`config.mk`:
```
export PLATFORM = sky130hd
export DESIGN_NAME = alu_result_buf
export DESIGN_NICKNAME = d
export VERILOG_FILES = /design/src/rtl/alu_pkg.sv /design/src/rtl/alu_result_mem.sv /design/src/rtl/alu_result_buf.sv
export SDC_FILE = /design/constraint.sdc
export NUM_CORES = 1
export LEC_CHECK = 0
export ABC_AREA = 1
export ABC_CLOCK_PERIOD_IN_PS = 1960
export BUFFER_PORTS_ARGS = -buffer_cell sky130_fd_sc_hd__buf_2
export CAP_MARGIN = 20
export CORE_MARGIN = 2
export CORE_UTILIZATION = 58
export CTS_BUF_LIST = sky130_fd_sc_hd__clkbuf_2
export CTS_CLUSTER_DIAMETER = 80
export DETAILED_ROUTE_END_ITERATION = 7
export PLACE_DENSITY_LB_ADDON = 0.1
export SLEW_MARGIN = 20
export SYNTH_ARGS = -nofsm -noshare
export SYNTH_HDL_FRONTEND = slang
export SYNTH_SLANG_ARGS = --single-unit
export TNS_END_PERCENT = 5
```
`constraint.sdc`:
```
create_clock -name clk_i -period 1.96 [get_ports clk_i]
set_input_delay 0.196 -clock clk_i [delete_from_list [all_inputs] [get_ports clk_i]]
set_output_delay 0.196 -clock clk_i [all_outputs]
set_load 0.005 [all_outputs]
```
`src/rtl/alu_pkg.sv`:
```
// Shared definitions for the 4-bit ALU and its downstream result buffer.
// Holds the op-code constants, the datapath width and the packed layout
// of one buffered result entry.
package alu_pkg;

    localparam int ALU_DW = 4;

    localparam logic [1:0] OP_ADD = 2'b00;
    localparam logic [1:0] OP_SUB = 2'b01;
    localparam logic [1:0] OP_OR  = 2'b10;
    localparam logic [1:0] OP_AND = 2'b11;

    // One stored entry: op code, negative flag, zero flag, result data.
    typedef struct packed {
        logic [1:0]        op;
        logic              n;
        logic              z;
        logic [ALU_DW-1:0] data;
    } alu_entry_t;

    localparam int ENTRY_W = $bits(alu_entry_t);

endpackage

```
`src/rtl/alu_result_mem.sv`:
```
// Storage array for the ALU result buffer: DEPTH words of W bits with one
// synchronous write port and one asynchronous read port. Contents are
// deliberately not reset; occupancy is tracked by the owning buffer.
module alu_result_mem #(
    parameter int DEPTH = 4,
    parameter int W     = 8
) (
    input  logic                     clk,
    input  logic                     we,
    input  logic [$clog2(DEPTH)-1:0] wr_addr,
    input  logic [W-1:0]             wr_data,
    input  logic [$clog2(DEPTH)-1:0] rd_addr,
    output logic [W-1:0]             rd_data
);

    logic [W-1:0] mem [DEPTH];

    // Write the addressed slot when the buffer accepts an entry.
    always_ff @(posedge clk) begin
        if (we) begin
            mem[wr_addr] <= wr_data;
        end
    end

    assign rd_data = mem[rd_addr];

endmodule

```
`src/rtl/alu_result_buf.sv`:
```
// Result buffer behind the 4-bit ALU: a small FIFO with valid/ready on both
// sides that stores each result with its op code and precomputed N/Z flags.
// Entries become visible one clock after they are pushed (no fall-through).
// Optional statistics counters are enabled with `define ALU_RESULT_BUF_STATS_EN.
module alu_result_buf
    import alu_pkg::*;
#(
    parameter int DEPTH = 4,
    parameter int DW    = ALU_DW
) (
    input  logic                       clk_i,
    input  logic                       rst_n_i,
    input  logic                       flush_i,
    input  logic [DW-1:0]              res_i,
    input  logic [1:0]                 op_i,
    input  logic                       valid_i,
    output logic                       ready_o,
    output logic [DW-1:0]              data_o,
    output logic [1:0]                 op_o,
    output logic                       n_o,
    output logic                       z_o,
    output logic                       valid_o,
    input  logic                       ready_i,
    output logic [$clog2(DEPTH):0]     count_o
`ifdef ALU_RESULT_BUF_STATS_EN
    ,
    output logic [7:0]                 push_cnt_o,
    output logic [7:0]                 stall_cnt_o
`endif
);

    localparam int AW = $clog2(DEPTH);
    localparam int CW = AW + 1;
    localparam int EW = DW + 4;

    logic [AW-1:0] wr_ptr;
    logic [AW-1:0] rd_ptr;
    logic [CW-1:0] count;
    logic          push;
    logic          pop;
    logic [EW-1:0] wr_entry;
    logic [EW-1:0] rd_entry;

    // Handshake status is derived from the registered count only, so
    // ready_o never depends combinationally on ready_i.
    assign ready_o = (count != CW'(DEPTH));
    assign valid_o = (count != '0);
    assign push    = valid_i && ready_o;
    assign pop     = valid_o && ready_i;
    assign count_o = count;

    // Flags are computed from the incoming result, not from the stored data.
    assign wr_entry = {op_i, res_i[DW-1], (res_i == '0), res_i};

    alu_result_mem #(
        .DEPTH (DEPTH),
        .W     (EW)
    ) u_mem (
        .clk     (clk_i),
        .we      (push && !flush_i),
        .wr_addr (wr_ptr),
        .wr_data (wr_entry),
        .rd_addr (rd_ptr),
        .rd_data (rd_entry)
    );

    // Head outputs read straight from the slot at rd_ptr, zeroed when empty.
    always_comb begin
        data_o = '0;
        op_o   = '0;
        n_o    = 1'b0;
        z_o    = 1'b0;
        if (valid_o) begin
            data_o = rd_entry[DW-1:0];
            z_o    = rd_entry[DW];
            n_o    = rd_entry[DW+1];
            op_o   = rd_entry[DW+3:DW+2];
        end
    end

    // Pointer and occupancy update; flush wins over any same-cycle transfer.
    always_ff @(posedge clk_i or negedge rst_n_i) begin
        if (!rst_n_i) begin
            wr_ptr <= '0;
            rd_ptr <= '0;
            count  <= '0;
        end else if (flush_i) begin
            wr_ptr <= '0;
            rd_ptr <= '0;
            count  <= '0;
        end else begin
            if (push) begin
                wr_ptr <= wr_ptr + AW'(1);
            end
            if (pop) begin
                rd_ptr <= rd_ptr + AW'(1);
            end
            if (push && !pop) begin
                count <= count + CW'(1);
            end else if (pop && !push) begin
                count <= count - CW'(1);
            end
        end
    end

`ifdef ALU_RESULT_BUF_STATS_EN
    // Accepted-push counter wraps; stall counter saturates at its maximum.
    always_ff @(posedge clk_i or negedge rst_n_i) begin
        if (!rst_n_i) begin
            push_cnt_o  <= '0;
            stall_cnt_o <= '0;
        end else if (flush_i) begin
            push_cnt_o  <= '0;
            stall_cnt_o <= '0;
        end else begin
            if (push) begin
                push_cnt_o <= push_cnt_o + 8'd1;
            end
            if (valid_i && !ready_o && (stall_cnt_o != 8'hFF)) begin
                stall_cnt_o <= stall_cnt_o + 8'd1;
            end
        end
    end
`endif

endmodule

```
Yosys cells after proc, flatten, opt, wreduce, memory -nomap -nowiden:

Memories as Yosys holds them, arrays and structs flattened.
Cells that the tools add are included.
W data, S select, Z words.

* word-level logic and storage cells: 35
* memories: 1
* output and inout bits: 13
* bits in writable memories: 32
* register bits after elaboration: 7

Memories
* u_mem.mem: words 4, bits a word 8, read ports 1, clocked after Yosys merged registers in 0, wr ports 1, RTL line alu_result_mem.sv:16 `logic [W-1:0] mem [DEPTH];`

* muxes and demuxes: 13
* equal/unequal tests: 1
* add/subtract/negate cells: 4
* reduce and logical (&&, ||, !) cells: 13

Operators with widths (number)
* $mux W2: 5
* $mux W3: 3
* $reduce_bool A3 Y1: 2
* $logic_and A1 B1 Y1: 5
* $add A2 B1 Y2 const B: 2
* $logic_not A4 Y1: 1
* $mux W1: 4
* $mux W4: 1
* $reduce_bool A2 Y1: 2
* $add A3 B1 Y3 const B: 1
* $logic_not A1 Y1: 3
* $ne A3 B3 Y1 const B: 1
* $sub A3 B1 Y3 const B: 1

Logic depth before layout (Yosys ltp):

* depth in word-level cells: 7
* mapped depth: 12

Modules after synthesis:

Synthesis repeated with hierarchy kept, for this count alone.

* cells, all modules: 210
* area, all modules: 1885.6 µm²

Modules (own cells, without submodules)
* alu_result_mem: seq. area each 960.9 µm², instances 1, area an instance 1387.6 µm², cells each 133
* alu_result_buf: seq. area each 175.2 µm², instances 1, area an instance 498.0 µm², cells each 77

Worst setup path before layout:

No wires, ideal clock.

* path kind: flip-flop to flip-flop
* start: register count[1] (netlist: count_o[1])
* end: register count[2] (netlist: count_o[2])
* path slack: 240 ps
* required time: 1843 ps
* arrival: 1602 ps
* period minus slack after synthesis: 1720 ps
* setup time: 117 ps
* path buffers: 0
* cell stages (with the launch flop): 13
* path through: dfrtp_1 nor2_4 nand2_2 nand2_4 inv_4 nand2_4 inv_1 fa_1 xnor2_1 inv_1 nand2_1 nand3_1 nand2_1

* elaborated cells on any way between the ends: 14
* classes of those cells: add/sub: 2; eq/ne: 1; mux: 3; reduce/logical: 8

RTL lines
* start: declaration: RTL line alu_result_buf.sv:38 `logic [CW-1:0] count;`
* start signal: assignment: RTL line alu_result_buf.sv:99 `count <= count + CW'(1);`
* start signal: assignment: RTL line alu_result_buf.sv:101 `count <= count - CW'(1);`
* $ne A3 B3 Y1 *: RTL line alu_result_buf.sv:46 `assign ready_o = (count != CW'(DEPTH));`
* via ready_o: RTL line alu_result_buf.sv:17 `output logic ready_o,`
* $logic_and A1 B1 Y1 *: RTL line alu_result_buf.sv:48 `assign push = valid_i && ready_o;`
* $logic_and A1 B1 Y1 or $logic_not A1 Y1 (tied branches): RTL line alu_result_buf.sv:98, alu_result_buf.sv:100
* $mux W3 or $logic_and A1 B1 Y1 (tied branches): RTL line alu_result_buf.sv:98, alu_result_buf.sv:100
* $mux W3 or $reduce_bool A3 Y1 (tied branches)

Mark *: on every way through the listed nets, which the timed path passes. The rest lies on a longest branch. The select of a mux whose other input is x is not followed.
A chain may end at the register's enable or synchronous reset.

Final worst setup path:

* start: register count[0] (netlist: count_o[0])
* end: register count[2] (netlist: count_o[2])

* cells in the longest elaborated chain, start to end: 6
* elaborated cells on any way between the ends: 14
* classes of those cells: add/sub: 2; eq/ne: 1; mux: 3; reduce/logical: 8

Ends and longest elaborated chain
* parallel branches: the longest is 6 deep, another holds $sub A3 B1 Y3

Parallel ways; which one is timed is not known. The select of a mux whose other input is x is not followed.

==> results.tsv <==
stage	metric	value	unit
clocking	cts_buffers	5	
layout	area_delta_synth_final	13.9	%
worst_setup_path	crit_arrival	2.13	ns
pwr	p_seq_frac	0.487	
timing	maxSlewViolCount	0	
timing	worst_slew_pin_slew	0.603	ns
logic_synthesis	synth_top_area_share	0.519	
pwr	p_clk_frac	0.166	
logic_synthesis	synth_fp_nets	169	
worst_setup_path	path_class	reg -> reg	
timing	rsz0062_at_grt	no	
layout	nNetsFinal	200	
worst_setup_path	critPathLaunchType	flop	
worst_setup_path	worst_path_largest_cell_delay	0.48	ns
detailed_routing	drtAntennaViolNets	0	
detailed_routing	first_pass_iters	4	
logic_synthesis	synth_cell_types	24	
global_routing	grt_overflow	0	
timing	finalHoldWorstSlack	0.0221	ns
detailed_routing	viasPerCell	5.19	
clocking	cts_sinks	35	
layout	diodes	0	
job	cap_violations	0	
clocking	cts_tree	done	
timing	slew-limit-headroom	0.594	
worst_setup_path	end_kind	flop	
pwr	intPower	1.23	mW
pwr	switching_share	0.369	
pwr	power.density	1060	nW/um^2
detailed_routing	num_vias	1120	
die	die_h	56.9	um
layout	final_common_cell	nor2_1	
logic_synthesis	yosysTopAreaCell	edfxtp_1	
detailed_routing	wl_per_cell	14.7	um
global_routing	grt_pass1_wl	5110	um
pwr	p_leak	0.785	nW
die	start_util	0.598	
timing	hold_viol_final	0	
worst_setup_path	crit_fanout	6	
logic_synthesis	yosysSeqAreaShare	0.627	
worst_setup_path	critPathSlowestCell	dfrtp_2	
timing	fin_crit	1.83	ns
logic_synthesis	ys_warn_count	0	
detailed_routing	wirelength	3170	um
clocking	cts_setup_buffers	0	
place	gp_congestion	0.964	
timing	fin_setup_tns	0	ns
logic_synthesis	syn_area	1620	um^2
global_routing	grt_max_degree	16	
clocking	clk_latency	0.39	ns
die	ioPinCount	24	
die	die_w	56.9	um
logic_synthesis	synth.avg_cell_area	10.6	um^2
pwr	ir_drop	0.805	mV
worst_setup_path	cp_cell_sequence	nor2_4 > nand2_2 > nand2_4 > inv_4 > nand2_4 > inv_1 > fa_2 > xnor2_2 > inv_1 > nand2_1 > nand3_1 > nand2_1	
layout	drive_gt1_frac	0.281	
clocking	htreeDepth	2	
clocking	cts_root_buf	clkbuf_2	
detailed_routing	drtIter0Drc	39	
place	hpwl	2140	um
global_routing	antenna_found_initial	0	
layout	nFillCells	219	
clocking	clk_pin_slew	0.18	ns
global_routing	grt_pass1_vias	1144	
detailed_routing	drc_errors	0	
timing	skew	0.0125	ns
pwr	p_comb_frac	0.347	
timing	max_freq	548	MHz
worst_setup_path	required	2.27	ns
logic_synthesis	synth_area_leaders	edfxtp_1 (52%), dfrtp_1 (11%), nor2_1 (8.3%)	
status	status	finished clean	
clocking	clock_path_buffers	2	
logic_synthesis	syn_inst	153	
timing	setup_viol	0	
die	core_area	2710	um^2
place	io_buffer_count	23	
layout	most-common-layout-cells	nor2_1 (36), edfxtp_1 (28), buf_2 (23), nand2_1 (14), inv_1 (13)	
min_path	hold_path_class	in -> reg	
die	die_area	3230	um^2
die	placementRows	19	
pwr	power.switching	721	uW
logic_synthesis	ys_seq_elements	35	
timing	post-route-period-util	0.932	
global_routing	grt.total_usage	0.217	
## power groups by stage
| stage | clock network [mW] | logic (mW) | registers (mW) |
|---|---|---|---|
| 2_1_floorplan | 0 | 0.464 | 0.934 |
| 3_3_place_gp | 0 | 0.637 | 0.958 |
| 3_5_place_dp | 0 | 0.655 | 0.963 |
| 4_1_cts | 0.335 | 0.661 | 0.946 |
| 5_1_grt | 0.355 | 0.774 | 0.962 |
| 6_report | 0.324 | 0.678 | 0.953 |
## stage by stage
stage                util  power (mW)  instance area, um^2  instances  setup WS [ns]
finish              0.681        1.95                 1850        216          0.134
global placement    0.657        1.59                 1780        207          0.223
CTS                 0.675        1.94                 1830        216         0.0861
global route        0.681        2.09                 1850        216        0.00363
floorplan               -        1.40                 1620        153          0.240
detailed placement  0.657        1.62                 1780        207          0.138
## cells in the mapped netlist (all sizes together)
| master | count |
|---|---|
| inv | 17 |
| o21ai | 16 |
| nand4 | 3 |
| ha | 4 |
| nor4 | 1 |
| nand3 | 4 |
| buf | 6 |
| edfxtp | 28 |
| dfrtp | 7 |
| fa | 1 |
| nor2 | 37 |
| xnor2 | 1 |
| nand2 | 19 |
| a21oi | 9 |
## cells by family after synthesis
family / count (synthesis) / share of synthesized area
AOI/OAI and AO/OA: 25 / 0.0795
DFF: 35 / 0.627
buffers and inverters: 23 / 0.0664
xor gates and xnor gates: 1 / 0.00540
adders and majority gates: 5 / 0.0432
and+or+nand+nor: 64 / 0.179
## final cells by class
| cell class | count | area, um^2 | share of cell area |
|---|---|---|---|
| Timing Repair Buffer | 30 | 174 | 0.0942 |
| Tap cell | 31 | 38.8 | 0.0210 |
| Clock inverter | 3 | 15.0 | 0.00813 |
| Sequential cell | 35 | 1020 | 0.552 |
| Clock buffer | 5 | 25.0 | 0.0136 |
| Inverter | 17 | 66.3 | 0.0359 |
| Multi-Input combinational cell | 95 | 508 | 0.275 |
## timing repair
item | 4_1_cts | 5_1_grt
hold buffers | 1 | 0
pin swaps | 0 | 1
endpoints found under the hold margin | 7 | 0
gates resized for setup | 1 | 5
endpoints found under the setup margin | 3 | 3
## worst paths after layout
check | startpoint | end | slack (ns) | cells after the start
min in group asynchronous | rst_n_i | count_o[0]$_DFFE_PN0P_ | 0.14 | 2
worst max-delay path | count_o[0]$_DFFE_PN0P_ | count_o[2]$_DFFE_PN0P_ | 0.13 | 12
worst max register to register | count_o[0]$_DFFE_PN0P_ | count_o[2]$_DFFE_PN0P_ | 0.13 | 12
worst min register to register | count_o[0]$_DFFE_PN0P_ | count_o[0]$_DFFE_PN0P_ | 0.62 | 3
worst min-delay path | op_i[1] | u_mem.mem[1][7]$_DFFE_PP_ | 0.02 | 1
max in group asynchronous | rst_n_i | rd_ptr[0]$_DFFE_PN0P_ | 1.64 | 2
## registers in the layout (all words and copies together) (netlist names)
signal     cells
count_o        3
rd_ptr         2
u_mem.mem     28
wr_ptr         2
## per-layer routing
layer | routed length [um] | GRT usage
met1 | 1350 | 0.269
met2 | 1650 | 0.350
met3 | 96 | 0.0576
met4 | 75 | 0.106
met5 | 0 | 0
## worst max-delay path: cells and delay by family (launching register included)
family / cells / cell delay [ns]
xor+xnor: 1 / 0.14
fa+ha+maj: 1 / 0.35
buf+inv: 3 / 0.18
flops: 1 / 0.48
simple gates: 7 / 0.60
Note: power is estimated with default switching activity, not from simulation.
